<file path="src/rtl/prog_loader_if.sv">
// rtl/prog_loader_if.sv - byte-stream input and instruction-memory write port of the program loader
// master is the loader side; slave is the byte source / memory side.
interface prog_loader_if;
   logic [7:0]  rx_data;
   logic        rx_valid;
   logic        rx_ready;
   logic        imem_we;
   logic [31:0] imem_addr;
   logic [31:0] imem_wdata;

   modport master (
      input  rx_data,
      input  rx_valid,
      output rx_ready,
      output imem_we,
      output imem_addr,
      output imem_wdata
   );

   modport slave (
      output rx_data,
      output rx_valid,
      input  rx_ready,
      input  imem_we,
      input  imem_addr,
      input  imem_wdata
   );
endinterface

</file>
<file path="src/rtl/prog_loader.sv">
// rtl/prog_loader.sv - loads instruction memory from a length-prefixed little-endian byte stream
// The core is held in reset until a complete image has been written.
module prog_loader #(
   parameter int ADDR_W = 8
) (
   input  logic              clk,
   input  logic              rst,
   input  logic              start,
   prog_loader_if.master     bus,
   output logic              core_rst,
   output logic              busy,
   output logic              done,
   output logic              error,
   output logic [ADDR_W:0]   words_loaded
);

   typedef enum logic [2:0] {
      S_IDLE, S_LEN_LO, S_LEN_HI, S_DATA, S_WRITE, S_DONE, S_ERROR
   } state_t;

   localparam logic [16:0] CAPACITY = 17'd1 << ADDR_W;

   state_t              r_state;
   state_t              w_next;
   logic [15:0]         r_len;
   logic [1:0]          r_byte_idx;
   logic [23:0]         r_word;
   logic [31:0]         r_wdata;
   logic [ADDR_W-1:0]   r_addr;
   logic [ADDR_W:0]     r_words;

   logic                w_accept;
   logic [15:0]         w_len_full;
   logic [ADDR_W:0]     w_words_inc;
   logic                w_last_word;
   logic                w_rx_ready;
   logic                w_imem_we;
   logic                w_core_rst;
   logic                w_busy;
   logic                w_done;
   logic                w_error;

   // rx_ready depends on registered state only, never on rx_valid.
   assign w_accept    = bus.rx_valid &&
                        (r_state == S_LEN_LO || r_state == S_LEN_HI || r_state == S_DATA);
   assign w_len_full  = {bus.rx_data, r_len[7:0]};
   assign w_words_inc = r_words + 1'b1;
   assign w_last_word = (17'(w_words_inc) == {1'b0, r_len});

   always_ff @(posedge clk or posedge rst) begin
      if (rst) r_state <= S_IDLE;
      else     r_state <= w_next;
   end

   always_comb begin
      w_next     = r_state;
      w_rx_ready = 1'b0;
      w_imem_we  = 1'b0;
      w_core_rst = 1'b1;
      w_busy     = 1'b0;
      w_done     = 1'b0;
      w_error    = 1'b0;
      case (r_state)
         S_IDLE: begin
            if (start) w_next = S_LEN_LO;
         end
         S_LEN_LO: begin
            w_rx_ready = 1'b1;
            w_busy     = 1'b1;
            if (bus.rx_valid) w_next = S_LEN_HI;
         end
         S_LEN_HI: begin
            w_rx_ready = 1'b1;
            w_busy     = 1'b1;
            if (bus.rx_valid) begin
               if (w_len_full == 16'd0)                 w_next = S_DONE;
               else if ({1'b0, w_len_full} > CAPACITY)  w_next = S_ERROR;
               else                                     w_next = S_DATA;
            end
         end
         S_DATA: begin
            w_rx_ready = 1'b1;
            w_busy     = 1'b1;
            if (bus.rx_valid && r_byte_idx == 2'd3) w_next = S_WRITE;
         end
         S_WRITE: begin
            w_imem_we = 1'b1;
            w_busy    = 1'b1;
            w_next    = w_last_word ? S_DONE : S_DATA;
         end
         S_DONE: begin
            w_core_rst = 1'b0;
            w_done     = 1'b1;
            if (start) w_next = S_LEN_LO;
         end
         S_ERROR: begin
            w_error = 1'b1;
            if (start) w_next = S_LEN_LO;
         end
         default: w_next = S_IDLE;
      endcase
   end

   // Address and data are captured on the 4th byte so they stay stable outside WRITE.
   always_ff @(posedge clk or posedge rst) begin
      if (rst) begin
         r_len      <= '0;
         r_byte_idx <= '0;
         r_word     <= '0;
         r_wdata    <= '0;
         r_addr     <= '0;
         r_words    <= '0;
      end else begin
         case (r_state)
            S_DONE: begin
               if (start) r_words <= '0;
            end
            S_LEN_LO: begin
               if (w_accept) r_len[7:0] <= bus.rx_data;
            end
            S_LEN_HI: begin
               if (w_accept) begin
                  r_len[15:8] <= bus.rx_data;
                  r_byte_idx  <= 2'd0;
                  r_words     <= '0;
               end
            end
            S_DATA: begin
               if (w_accept) begin
                  case (r_byte_idx)
                     2'd0: r_word[7:0]   <= bus.rx_data;
                     2'd1: r_word[15:8]  <= bus.rx_data;
                     2'd2: r_word[23:16] <= bus.rx_data;
                     default: begin
                        r_wdata <= {bus.rx_data, r_word};
                        r_addr  <= r_words[ADDR_W-1:0];
                     end
                  endcase
                  r_byte_idx <= r_byte_idx + 2'd1;
               end
            end
            S_WRITE: r_words <= w_words_inc;
            default: ;
         endcase
      end
   end

   assign bus.rx_ready   = w_rx_ready;
   assign bus.imem_we    = w_imem_we;
   assign bus.imem_addr  = 32'(r_addr);
   assign bus.imem_wdata = r_wdata;
   assign core_rst       = w_core_rst;
   assign busy           = w_busy;
   assign done           = w_done;
   assign error          = w_error;
   assign words_loaded   = r_words;

endmodule

</file>
<file path="src/flat_wrapper.sv">
// flat-port wrapper written by rule: the top's interface ports become plain ports
module prog_loader_flat 
#(
   parameter int ADDR_W = 8
)
  (clk, rst, start, core_rst, busy, done, error, words_loaded, bus_rx_data, bus_rx_valid, bus_rx_ready, bus_imem_we, bus_imem_addr, bus_imem_wdata);
  prog_loader_if bus_i ();
  input  logic clk;
  input  logic rst;
  input  logic start;
  output logic core_rst;
  output logic busy;
  output logic done;
  output logic error;
  output logic [ADDR_W:0] words_loaded;
  input wire logic [$bits(bus_i.rx_data)-1:0] bus_rx_data;
  input wire logic [$bits(bus_i.rx_valid)-1:0] bus_rx_valid;
  output wire logic [$bits(bus_i.rx_ready)-1:0] bus_rx_ready;
  output wire logic [$bits(bus_i.imem_we)-1:0] bus_imem_we;
  output wire logic [$bits(bus_i.imem_addr)-1:0] bus_imem_addr;
  output wire logic [$bits(bus_i.imem_wdata)-1:0] bus_imem_wdata;
  assign bus_i.rx_data = bus_rx_data;
  assign bus_i.rx_valid = bus_rx_valid;
  assign bus_rx_ready = bus_i.rx_ready;
  assign bus_imem_we = bus_i.imem_we;
  assign bus_imem_addr = bus_i.imem_addr;
  assign bus_imem_wdata = bus_i.imem_wdata;
  prog_loader #(.ADDR_W(ADDR_W)) u_core (.clk(clk), .rst(rst), .start(start), .bus(bus_i), .core_rst(core_rst), .busy(busy), .done(done), .error(error), .words_loaded(words_loaded));
endmodule
</file>
<file path="config.mk">
export PLATFORM = sky130hd
export DESIGN_NAME = prog_loader_flat
export DESIGN_NICKNAME = d
export VERILOG_FILES = /design/src/rtl/prog_loader_if.sv /design/src/rtl/prog_loader.sv /design/src/flat_wrapper.sv
export SDC_FILE = /design/constraint.sdc
export NUM_CORES = 1
export LEC_CHECK = 0
export ABC_CLOCK_PERIOD_IN_PS = 2600
export CAP_MARGIN = 5
export CORE_UTILIZATION = 46
export CTS_BUF_LIST = sky130_fd_sc_hd__clkbuf_16
export DETAILED_ROUTE_END_ITERATION = 6
export PLACE_DENSITY_LB_ADDON = 0.15
export SYNTH_ARGS = -nofsm -noshare
export SYNTH_HDL_FRONTEND = slang
export SYNTH_SLANG_ARGS = --single-unit
</file>
<file path="constraint.sdc">
create_clock -name clk -period 2.6 [get_ports clk]
set_clock_uncertainty 0.1 [all_clocks]
set_input_delay 0.26 -clock clk [delete_from_list [all_inputs] [get_ports clk]]
set_output_delay 0.26 -clock clk [all_outputs]
set_load 0.01 [all_outputs]
</file>
==> summary.txt <==
Floorplanning
  • Row count: 34
  • Chip height: about 98 um
  • Chip width: between 90 and 100 um
  • Core box area: between 8000 and 9000 um2
  • Die area: just under 10000 um2
  • Initial Util: ~48%
  • Io pins: 91

Yosys
  • Post-synth EDFFs: 0
  • Avg Cell Area, Syn: approximately 13 um2
  • Async SR Flop Fraction: 100%
  • Post-Synthesis Cells: between 300 and 400
  • Post-synth top flop: dfrtp_1
  • Yosys cell types: 39
  • Synth Warn #: 0
  • Post-synthesis register bit count: 94
  • Netlist Area Pre-Place: approximately 4300 um2
  • Sequential fraction of the synthesis area: a little under three fifths

Clock tree
  • Post-CTS Hold Fix Bufs: 0
  • Clock Latency Late Sink: between 0.3 and 0.4 ns
  • Postcts setup bufs: 0
  • CTS max path bufs: 2
  • H-tree levels: 3
  • CTS root buf: clkbuf_16
  • CTS Sinks: 94
  • Total CTS buffers: 9
  • CTS clk-pin slew, worst paths: 0.07 ns
  • CTS tree: yes
  • Post-cts sizing count: 0

Run status
  • Failing checks: design-rule violations
  • Status: complete, but fails checks

Finish
  • Area growth from synthesis to layout: 24.0%
  • Fin util: roughly three fifths
  • Multi-input logic area: around 1700 um2
  • Final net count: 430
  • Layout cells sized above 1: approximately 25%
  • Fill cell total of the finished layout: approximately 730
  • Antenna diodes: 0
  • Reg area: approximately 2400 um2

Route
  • WL final: roughly 8400 um
  • DRC viols: 3
  • Post-route ant nets: 0
  • Via-per-instance ratio: 5.30
  • Via Count: approximately 2800
  • Initial DRC Count: about 160
  • 1st-pass router iterations: 7
  • Routed WL per cell: between 15 and 20 um

Critical path
  • R2R setup slack: ~0.32 ns
  • Crit end category: output port
  • Crit path launch type: flip-flop
  • Critical path class: reg2out
  • CP Data Arrival Time: 1.94 ns
  • Crit path required time: 2.24 ns
  • Critical-path maximum fanout: 8
  • FF-to-FF Start: u_core.words_loaded[0]
  • Crit path from: u_core.r_state[0]

Global routing
  • Largest net degree at the start of global routing: 95
  • Vias in the first global route: 2788
  • Global-route met3 utilization: under 10%
  • GRT busiest layer: met2
  • Met2 usage: roughly 30%
  • First-pass GRT wire length: between 10000 and 15000 um
  • All-Layer GR Usage: about a fifth
  • Initial antenna violation count: 0
  • Total gr overflow: 0
  • Met1 usage: between 20% and 30%

STA
  • Setup repair after global routing missed its margin: false
  • Headroom to the max-slew limit: between 40% and 50%
  • Final min period: around 2.3 ns
  • WHS: about 0.28 ns
  • Final Max Tran Viols: 0
  • TNS Setup: 0 ns
  • Worst Max-Slew Pin Slew: approximately 0.83 ns
  • Fmax: around 430 MHz
  • Tcrit/Tclk final: 88.5%
  • Setup violators final: 0
  • Final Hold Fails: 0

Placed design
  • PortBufs: 66
  • Gp weighted congestion: between 0.7 and 0.8
  • Post-DP HPWL: ~5700 um

Pwr
  • Peak supply drop: ~0.63 mV
  • Cell Pwr Density: approximately 1100 nW/um2
  • Leakage Power: 0.00244 uW

Worst hold path
  • Hold crit path type: in2async

Flow run
  • Max-capacitance violation count: 0
-- per-layer routing --
layer | routed length [um] | up-vias
li1 | - | 1288
met1 | 4050 | 1392
met2 | 3800 | 90
met3 | 408 | 10
met4 | 104 | 0
met5 | 0 | -
-- power breakdown --
part	switching, uW	internal [uW]
registers	397	2040
logic	804	1170
clock network	591	670
-- critical path, cell delays in order, from the launching register on --
cell             delay [ns]
dfrtp_1                0.50
inv_1                  0.20
nor2_1                 0.21
nand2_1                0.10
inv_1                  0.06
clkdlybuf4s50_1        0.52
-- cell usage in the layout, fill, tap and decap left out, types with 2 or more instances in the layout --
cell / instances
xor2_1: 5
o41ai_1: 4
clkbuf_16: 9
clkdlybuf4s50_1: 66
buf_4: 9
nand2b_1: 2
nor2_1: 15
nor3_1: 5
mux2_1: 4
nand4_1: 4
conb_1: 24
or3_1: 3
o211ai_1: 2
inv_6: 4
mux2_2: 72
and3_1: 2
o21ai_0: 18
nand3_1: 3
inv_1: 8
a21oi_1: 2
ha_1: 6
nand2_1: 20
nor4_1: 4
a31oi_1: 3
dfrtp_1: 94
xnor2_1: 10
-- kinds of logic after synthesis --
group                    synth area share, %
flip-flops                              55.0
multiplexers                            20.0
AND/OR/NAND/NOR                         7.93
buffers and inverters                   6.35
AO/OA/AOI/OAI                           5.27
XOR/XNOR                                3.60
adder cells (fa/ha/maj)                 1.76
other                                 0.0877
-- sequential cells by signal (all words and copies together) (netlist names) --
signal                 flops
u_core.bus.imem_wdata     32
u_core.r_addr              8
u_core.r_byte_idx          2
u_core.r_len              16
u_core.r_state             3
u_core.r_word             24
u_core.words_loaded        9
-- through the flow --
step           setup slack, ns  power, uW  area, um2  instances
2_1_floorplan            0.525       3610       4370        360
3_3_place_gp             0.370       4390       5010        509
3_5_place_dp             0.334       4450       5010        509
4_1_cts                  0.284       5730       5310        525
5_1_grt                  0.146       6050       5310        525
6_report                 0.300       5670       5310        525
-- synthesized netlist by cell type, drive strengths merged, types with 5 or more instances --
master | number | area (um2)
buf | 32 | 226
dfrtp | 94 | 2350
ha | 6 | 75.1
inv | 9 | 33.8
mux2 | 76 | 856
nand2 | 21 | 78.8
nand4 | 5 | 46.3
nor2 | 16 | 62.6
nor3 | 5 | 25.0
o21ai | 18 | 90.1
xnor2 | 10 | 87.6
xor2 | 5 | 43.8
-- cell type report --
cell class | count | area share, %
Clock inverter | 7 | 1.23
Tap cell | 108 | 2.55
Clock buffer | 9 | 4.25
Multi-Input combinational cell | 222 | 32.8
Sequential cell | 94 | 44.3
Inverter | 9 | 0.708
Timing Repair Buffer | 76 | 14.1
-- final timing paths --
path,end,cells after the start
max,done,5
max in group asynchronous,u_core.r_word[0],3
min,u_core.bus.imem_wdata[14],3
max reg2reg,u_core.r_state[1],6
min in group clk,u_core.r_word[8],2
min reg2reg,u_core.r_word[8],2
Note: power is estimated with default switching activity, not from simulation.
